## config.mk

```make
export PLATFORM = sky130hd
export DESIGN_NAME = otter_fetch_buffer
export DESIGN_NICKNAME = d
export VERILOG_FILES = /design/src/rtl/otter_fetch_pkg.sv /design/src/rtl/otter_fetch_fifo.sv /design/src/rtl/otter_fetch_buffer.sv
export SDC_FILE = /design/constraint.sdc
export NUM_CORES = 1
export LEC_CHECK = 0
export CAP_MARGIN = 10
export CORE_UTILIZATION = 45
export DETAILED_ROUTE_END_ITERATION = 10
export GPL_ROUTABILITY_DRIVEN = 0
export PLACE_DENSITY = 0.68
export SYNTH_ARGS = -nofsm -noshare
export SYNTH_HDL_FRONTEND = slang
export SYNTH_HIERARCHICAL = 1
export SYNTH_SLANG_ARGS = --single-unit
export TNS_END_PERCENT = 5
```

## constraint.sdc

```tcl
create_clock -name CLK -period 5.05 [get_ports CLK]
set_input_delay 1.515 -clock CLK [delete_from_list [all_inputs] [get_ports CLK]]
set_output_delay 1.515 -clock CLK [all_outputs]
set_load 0.01 [all_outputs]
```

## src/rtl/otter_fetch_pkg.sv

```systemverilog
// Shared types and constants for the OTTER instruction-fetch front end.
package otter_fetch_pkg;

    localparam logic [31:0] INSTR_BYTES = 32'd4;

    typedef struct packed {
        logic [31:0] pc;
        logic [31:0] ir;
    } fetch_entry_t;

    typedef enum logic [6:0] {
        OP_LOAD   = 7'b0000011,
        OP_IMM    = 7'b0010011,
        OP_AUIPC  = 7'b0010111,
        OP_STORE  = 7'b0100011,
        OP_REG    = 7'b0110011,
        OP_LUI    = 7'b0110111,
        OP_BRANCH = 7'b1100011,
        OP_JALR   = 7'b1100111,
        OP_JAL    = 7'b1101111,
        OP_SYS    = 7'b1110011
    } opcode_t;

endpackage

```

## src/rtl/otter_fetch_fifo.sv

```systemverilog
// Small circular queue of fetched {pc, ir} entries with a separate occupancy count.
module otter_fetch_fifo
    import otter_fetch_pkg::*;
#(
    parameter int DEPTH = 4
) (
    input  logic                   clk,
    input  logic                   rst_n,
    input  logic                   push,
    input  logic                   pop,
    input  logic                   clear,
    input  fetch_entry_t           din,
    output fetch_entry_t           dout,
    output logic [$clog2(DEPTH):0] count,
    output logic                   full,
    output logic                   empty
);

    localparam int AW = $clog2(DEPTH);

    fetch_entry_t  mem [DEPTH];
    fetch_entry_t  last_head;
    logic [AW-1:0] wr_ptr;
    logic [AW-1:0] rd_ptr;
    logic          do_push;
    logic          do_pop;

    assign empty   = (count == '0);
    assign full    = (count == (AW+1)'(DEPTH));
    assign do_push = push && !clear && !full;
    assign do_pop  = pop && !clear && !empty;

    always_ff @(posedge clk or negedge rst_n) begin
        if (!rst_n) begin
            wr_ptr <= '0;
            rd_ptr <= '0;
            count  <= '0;
        end else if (clear) begin
            wr_ptr <= '0;
            rd_ptr <= '0;
            count  <= '0;
        end else begin
            if (do_push) wr_ptr <= wr_ptr + AW'(1);
            if (do_pop)  rd_ptr <= rd_ptr + AW'(1);
            if (do_push && !do_pop)
                count <= count + (AW+1)'(1);
            else if (!do_push && do_pop)
                count <= count - (AW+1)'(1);
        end
    end

    always_ff @(posedge clk) begin
        if (do_push) mem[wr_ptr] <= din;
    end

    // Remember the presented head so the outputs hold steady once the queue drains.
    always_ff @(posedge clk or negedge rst_n) begin
        if (!rst_n)
            last_head <= '0;
        else if (!empty)
            last_head <= mem[rd_ptr];
    end

    assign dout = empty ? last_head : mem[rd_ptr];

endmodule

```

## src/rtl/otter_fetch_buffer.sv

```systemverilog
// Fetch front end: owns the fetch PC, issues credit-limited reads to instruction
// memory, queues the returned words and flushes everything on an execute redirect.
module otter_fetch_buffer
    import otter_fetch_pkg::*;
#(
    parameter int          DEPTH    = 4,
    parameter logic [31:0] RESET_PC = 32'h0000_0000
) (
    input  logic                   CLK,
    input  logic                   RST_N,
    output logic [31:0]            IMEM_ADDR,
    output logic                   IMEM_RDEN,
    input  logic [31:0]            IMEM_DOUT,
    input  logic                   REDIRECT,
    input  logic [31:0]            REDIRECT_PC,
    input  logic                   DE_READY,
    output logic                   DE_VALID,
    output logic [31:0]            DE_PC,
    output logic [31:0]            DE_IR,
    output logic [31:0]            DE_PCPLUS4,
    output logic [$clog2(DEPTH):0] BUF_COUNT
);

    localparam int CW = $clog2(DEPTH) + 1;

    logic [31:0]   fpc;
    logic [31:0]   req_pc;
    logic          inflight;
    logic          kill;
    logic          issue;
    logic          push;
    logic          pop;
    logic          full;
    logic          empty;
    logic [CW-1:0] count;
    logic [CW:0]   credit_used;
    fetch_entry_t  head;
    fetch_entry_t  entry;
    logic          unused_redirect_bits;

    assign unused_redirect_bits = ^REDIRECT_PC[1:0];

    assign pop  = !empty && DE_READY && !REDIRECT;
    assign push = inflight && !kill && !REDIRECT;

    // A read is only issued when its response is guaranteed a free slot; held off during reset.
    assign credit_used = {1'b0, count} + {{CW{1'b0}}, inflight} - {{CW{1'b0}}, pop};
    assign issue       = RST_N && (REDIRECT || (credit_used < (CW+1)'(DEPTH)));

    assign IMEM_RDEN = issue;
    assign IMEM_ADDR = REDIRECT ? {REDIRECT_PC[31:2], 2'b00} : fpc;
    assign entry     = '{pc: req_pc, ir: IMEM_DOUT};

    // kill never rises: a redirect drops its own-cycle response and the next one is the target's.
    always_ff @(posedge CLK or negedge RST_N) begin
        if (!RST_N) begin
            fpc      <= RESET_PC;
            req_pc   <= '0;
            inflight <= 1'b0;
            kill     <= 1'b0;
        end else begin
            inflight <= issue;
            kill     <= 1'b0;
            if (issue) begin
                fpc    <= IMEM_ADDR + INSTR_BYTES;
                req_pc <= IMEM_ADDR;
            end
        end
    end

    otter_fetch_fifo #(
        .DEPTH(DEPTH)
    ) u_fifo (
        .clk   (CLK),
        .rst_n (RST_N),
        .push  (push),
        .pop   (pop),
        .clear (REDIRECT),
        .din   (entry),
        .dout  (head),
        .count (count),
        .full  (full),
        .empty (empty)
    );

    assign DE_VALID   = !empty;
    assign DE_PC      = head.pc;
    assign DE_IR      = head.ir;
    assign DE_PCPLUS4 = head.pc + INSTR_BYTES;
    assign BUF_COUNT  = count;

    overflow_check: assert property (@(posedge CLK) disable iff (!RST_N) !(push && full));

endmodule

```

==> out/qor.csv <==
stage,metric,value,unit
run_status,run_status,finished with violations,
run_status,violations,setup timing,
critical_path,crit_top_cell,sky130_fd_sc_hd__and4_1,
synthesis,ys_warn_count,6,
clock_tree,clkTransAtPathRegs,60,ps
critical_path,rr_worst_depth,12,
critical_path,timing.rr.start,u_fifo/count[1],
layout,layout.filler_cells,2792,
critical_path,cpMaxStageDelayCell,sky130_fd_sc_hd__clkdlybuf4s50_1,
hold_path,holdCritPathClass,flip-flop to flip-flop,
floorplanning,core,35600,um2
critical_path,timing.critical_path.fanout_max,9,
layout,finish.net_count,1318,
synthesis,postSynthRegisterBits,390,
critical_path,cp_cell_sequence,buf_12 > mux4_2 > mux2_2 > and4_1 > and4_1 > nand4_1 > buf_4 > nor3_2 > xnor2_1 > clkdlybuf4s50_1,
place,number_of_buffers_inserted_by_port_buffering,198,
synthesis,number_of_flops_mapped_to_enable_cells_by_yosys,256,
sta,rsz0062_at_grt,yes,
critical_path,cp.depth,10,
clock_tree,insertion_delay,520,ps
sta,maxSlewHeadroom,42.9,%
power_and_ir_drop,tot_pwr,11.2,mW
sta,fin_crit_sh,100,%
synthesis,synth-seq-area-share,68.0,%
synthesis,synth_fp_nets,1063,
clock_tree,htreeDepth,2,
layout,seqCellArea,11000,um2
global_route,initial_antenna_violation_count,0,
synthesis,syn-cell-area,16200,um2
critical_path,worstSetupPathType,flip-flop to output pin,
clock_tree,clockRootBuffer,sky130_fd_sc_hd__clkbuf_16,
sta,fin_crit,5070,ps
global_route,grt_overflow_total,0,
routing,ant_nets,0,
sta,setup_tns,-23.7,ps
routing,total_number_of_vias,9224,
critical_path,max_stage_delay,560,ps
synthesis,main_flop_type_after_synthesis,sky130_fd_sc_hd__edfxtp_1,
global_route,first_pass_grt_wire_length,53.4,mm
floorplanning,io_pins,201,
critical_path,setup.worst_path.end,DE_PCPLUS4[30],
sta,report.final.hold_viol_count,0,
layout,multiInputGateArea,4910,um2
layout,area_growth_syn_to_layout,26.7,%
layout,layout.cells.most_common,sky130_fd_sc_hd__edfxtp_1,
layout,total_inserted_antenna_cells,0,
critical_path,regToRegSetupSlack,1710,ps
critical_path,crit_arrival,3560,ps
synthesis,syn-instance-count,985,
routing,detail_route.iter0.violations,487,
place,dp_hpwl,22.7,mm
clock_tree,ctsLongestPathBuffers,3,
floorplanning,dieArea,36800,um2
floorplanning,floorplan.die.width,192,um
power_and_ir_drop,vdd_ir_drop_max,391,uV
critical_path,cpLargestDelayFamily,buffers and inverters,
critical_path,critical_path.startpoint,u_fifo/rd_ptr[0],
floorplanning,placementRows,69,
power_and_ir_drop,power.static_leakage,7.51,nW
floorplanning,starting_density_of_the_core,45.6,%
sta,fin_hold_ws,487,ps
routing,post-route-drc-count,0,
layout,layout.cells.most_common_list,"sky130_fd_sc_hd__edfxtp_1 (256), sky130_fd_sc_hd__clkdlybuf4s50_1 (182), sky130_fd_sc_hd__dfrtp_1 (132)",
critical_path,worstPathRequired,3540,ps
routing,tritonroute_pass_1_iters,5,
sta,final-max-slew-violation-count,0,
clock_tree,clkSinkCount,390,
synthesis,synthDistinctLibCells,57,
routing,final_wirelength,34.4,mm
clock_tree,tritoncts,done,
synthesis,synth_area_per_cell,16.5,um2
sta,least_setup_slack_across_all_paths_after_layout,-23.7,ps
clock_tree,cts_inserted_buffers,41,
global_route,grt_max_degree,137,
routing,routed_via_density,5.32,
global_route,groute.usage.overall,19.0,%
critical_path,critPathBufInv,3,
synthesis,ys_async_sr_fraction,34.4,%
floorplanning,die-height,192,um
sta,worst-slew-pin-transition,857,ps
critical_path,worst_r2r_endpoint,fpc[21],
routing,post_drt_wl_per_cell,19.9,um
critical_path,cp-end-kind,output pin,
global_route,number_of_global_route_vias_before_repair,9424,
critical_path,crit_path_start_kind,flip-flop,
sta,timing.fmax,197,MHz
job,drv_cap,0,
layout,final_layout_size_suffix_gt1_share,24.4,%
sta,setup-violations-final,1,
sta,finClkSkew,16.0,ps
power_and_ir_drop,power.density,547,nW/um2
## tightest hold or removal path, stage by stage, from the launching register on
cell                      delay [ps]
sky130_fd_sc_hd__dfrtp_1         350
sky130_fd_sc_hd__nand2_1          50
sky130_fd_sc_hd__o31ai_1          50
## stage by stage
| stage | setup WS [ps] | cells | utilization, % | area, um2 |
|---|---|---|---|---|
| 5_1_grt | -166 | 1733 | 57.8 | 20600 |
| 3_5_place_dp | -680 | 1651 | 53.5 | 19000 |
| 6_report | -23.7 | 1733 | 57.8 | 20600 |
| 4_1_cts | -87.3 | 1733 | 57.7 | 20500 |
| 3_3_place_gp | -659 | 1651 | 53.5 | 19000 |
| 2_1_floorplan | 20.3 | 985 | - | 16200 |
## repair_timing
item                                    CTS  global route
pin swaps                                 7             0
hold buffers                              0             0
cloned                                    0             0
gates resized for setup                  30            12
endpoints found under the setup margin   16            13
buffers inserted                          7             0
## area by class of cell
| type | count | area share, % |
|---|---|---|
| multi-input combinational | 518 | 23.9 |
| sequential | 390 | 53.7 |
| tap | 461 | 2.81 |
| timing repair buffer | 255 | 12.2 |
| clock inverter | 19 | 0.736 |
| clock buffer | 56 | 5.97 |
| inverter | 34 | 0.633 |
## registers in the layout (all words and copies together), names as in the netlist
name	count
u_fifo/rd_ptr	2
u_fifo/wr_ptr	2
u_fifo/count	3
inflight	1
fpc	30
req_pc	32
u_fifo/mem	256
u_fifo/last_head	64
## worst min-delay path by stage
| stage | start | end | slack, ps | depth (start not counted) |
|---|---|---|---|---|
| final | fpc[29] | fpc[29] | 490 | 2 |
| after global routing | u_fifo/last_head[29] | u_fifo/last_head[29] | 510 | 1 |
| after CTS | fpc[29] | fpc[29] | 500 | 2 |
| after detailed placement | fpc[29] | fpc[29] | 480 | 2 |
| after global placement | fpc[29] | fpc[29] | 460 | 2 |
| after floorplan | fpc[25] | fpc[25] | 450 | 2 |
## where the power goes
part           switching, mW  internal [mW]
registers              0.354           4.13
logic                   1.78           2.00
clock network           1.22           1.77
## per-layer routing
layer  vias up  wire, um  global-route usage (%)
met2       257     16500                    31.2
met1      4644     15500                    26.4
met5         -         0                       0
met3        50      1690                    3.16
li1       4273         -                       -
met4         0       715                    5.01
## kinds of logic (layout without fill, tap and decap cells)
group	Yosys count	after routing	share of synthesized area (%)
multiplexers	173	173	16.3
flip-flops	390	390	68.0
XOR/XNOR	52	52	2.81
adder cells (fa/ha/maj)	10	10	0.817
buffers and inverters	77	364	2.30
AO/OA/AOI/OAI	74	74	2.94
AND/OR/NAND/NOR	209	209	6.80
## synthesized netlist by cell type, types with 8 or more instances
cell                       instances  share of area (%)
sky130_fd_sc_hd__and2_1            9               0.35
sky130_fd_sc_hd__buf_2            11               0.34
sky130_fd_sc_hd__clkbuf_1         15               0.35
sky130_fd_sc_hd__dfrtp_1         134                 21
sky130_fd_sc_hd__edfxtp_1        256                 47
sky130_fd_sc_hd__ha_1              9               0.69
sky130_fd_sc_hd__inv_1            33               0.76
sky130_fd_sc_hd__mux2_2           92                6.4
sky130_fd_sc_hd__mux2i_1          16               0.99
sky130_fd_sc_hd__mux4_2           64                8.9
sky130_fd_sc_hd__nand2_1          79                1.8
sky130_fd_sc_hd__nand3_1          35                1.1
sky130_fd_sc_hd__nand4_1          17               0.66
sky130_fd_sc_hd__nor2_1           17               0.39
sky130_fd_sc_hd__nor3_1            8               0.25
sky130_fd_sc_hd__o211ai_1          8               0.37
sky130_fd_sc_hd__o21ai_0          36                1.1
sky130_fd_sc_hd__xnor2_1          35                1.9
sky130_fd_sc_hd__xor2_1           17               0.92
Note: power is estimated with default switching activity, not from simulation.
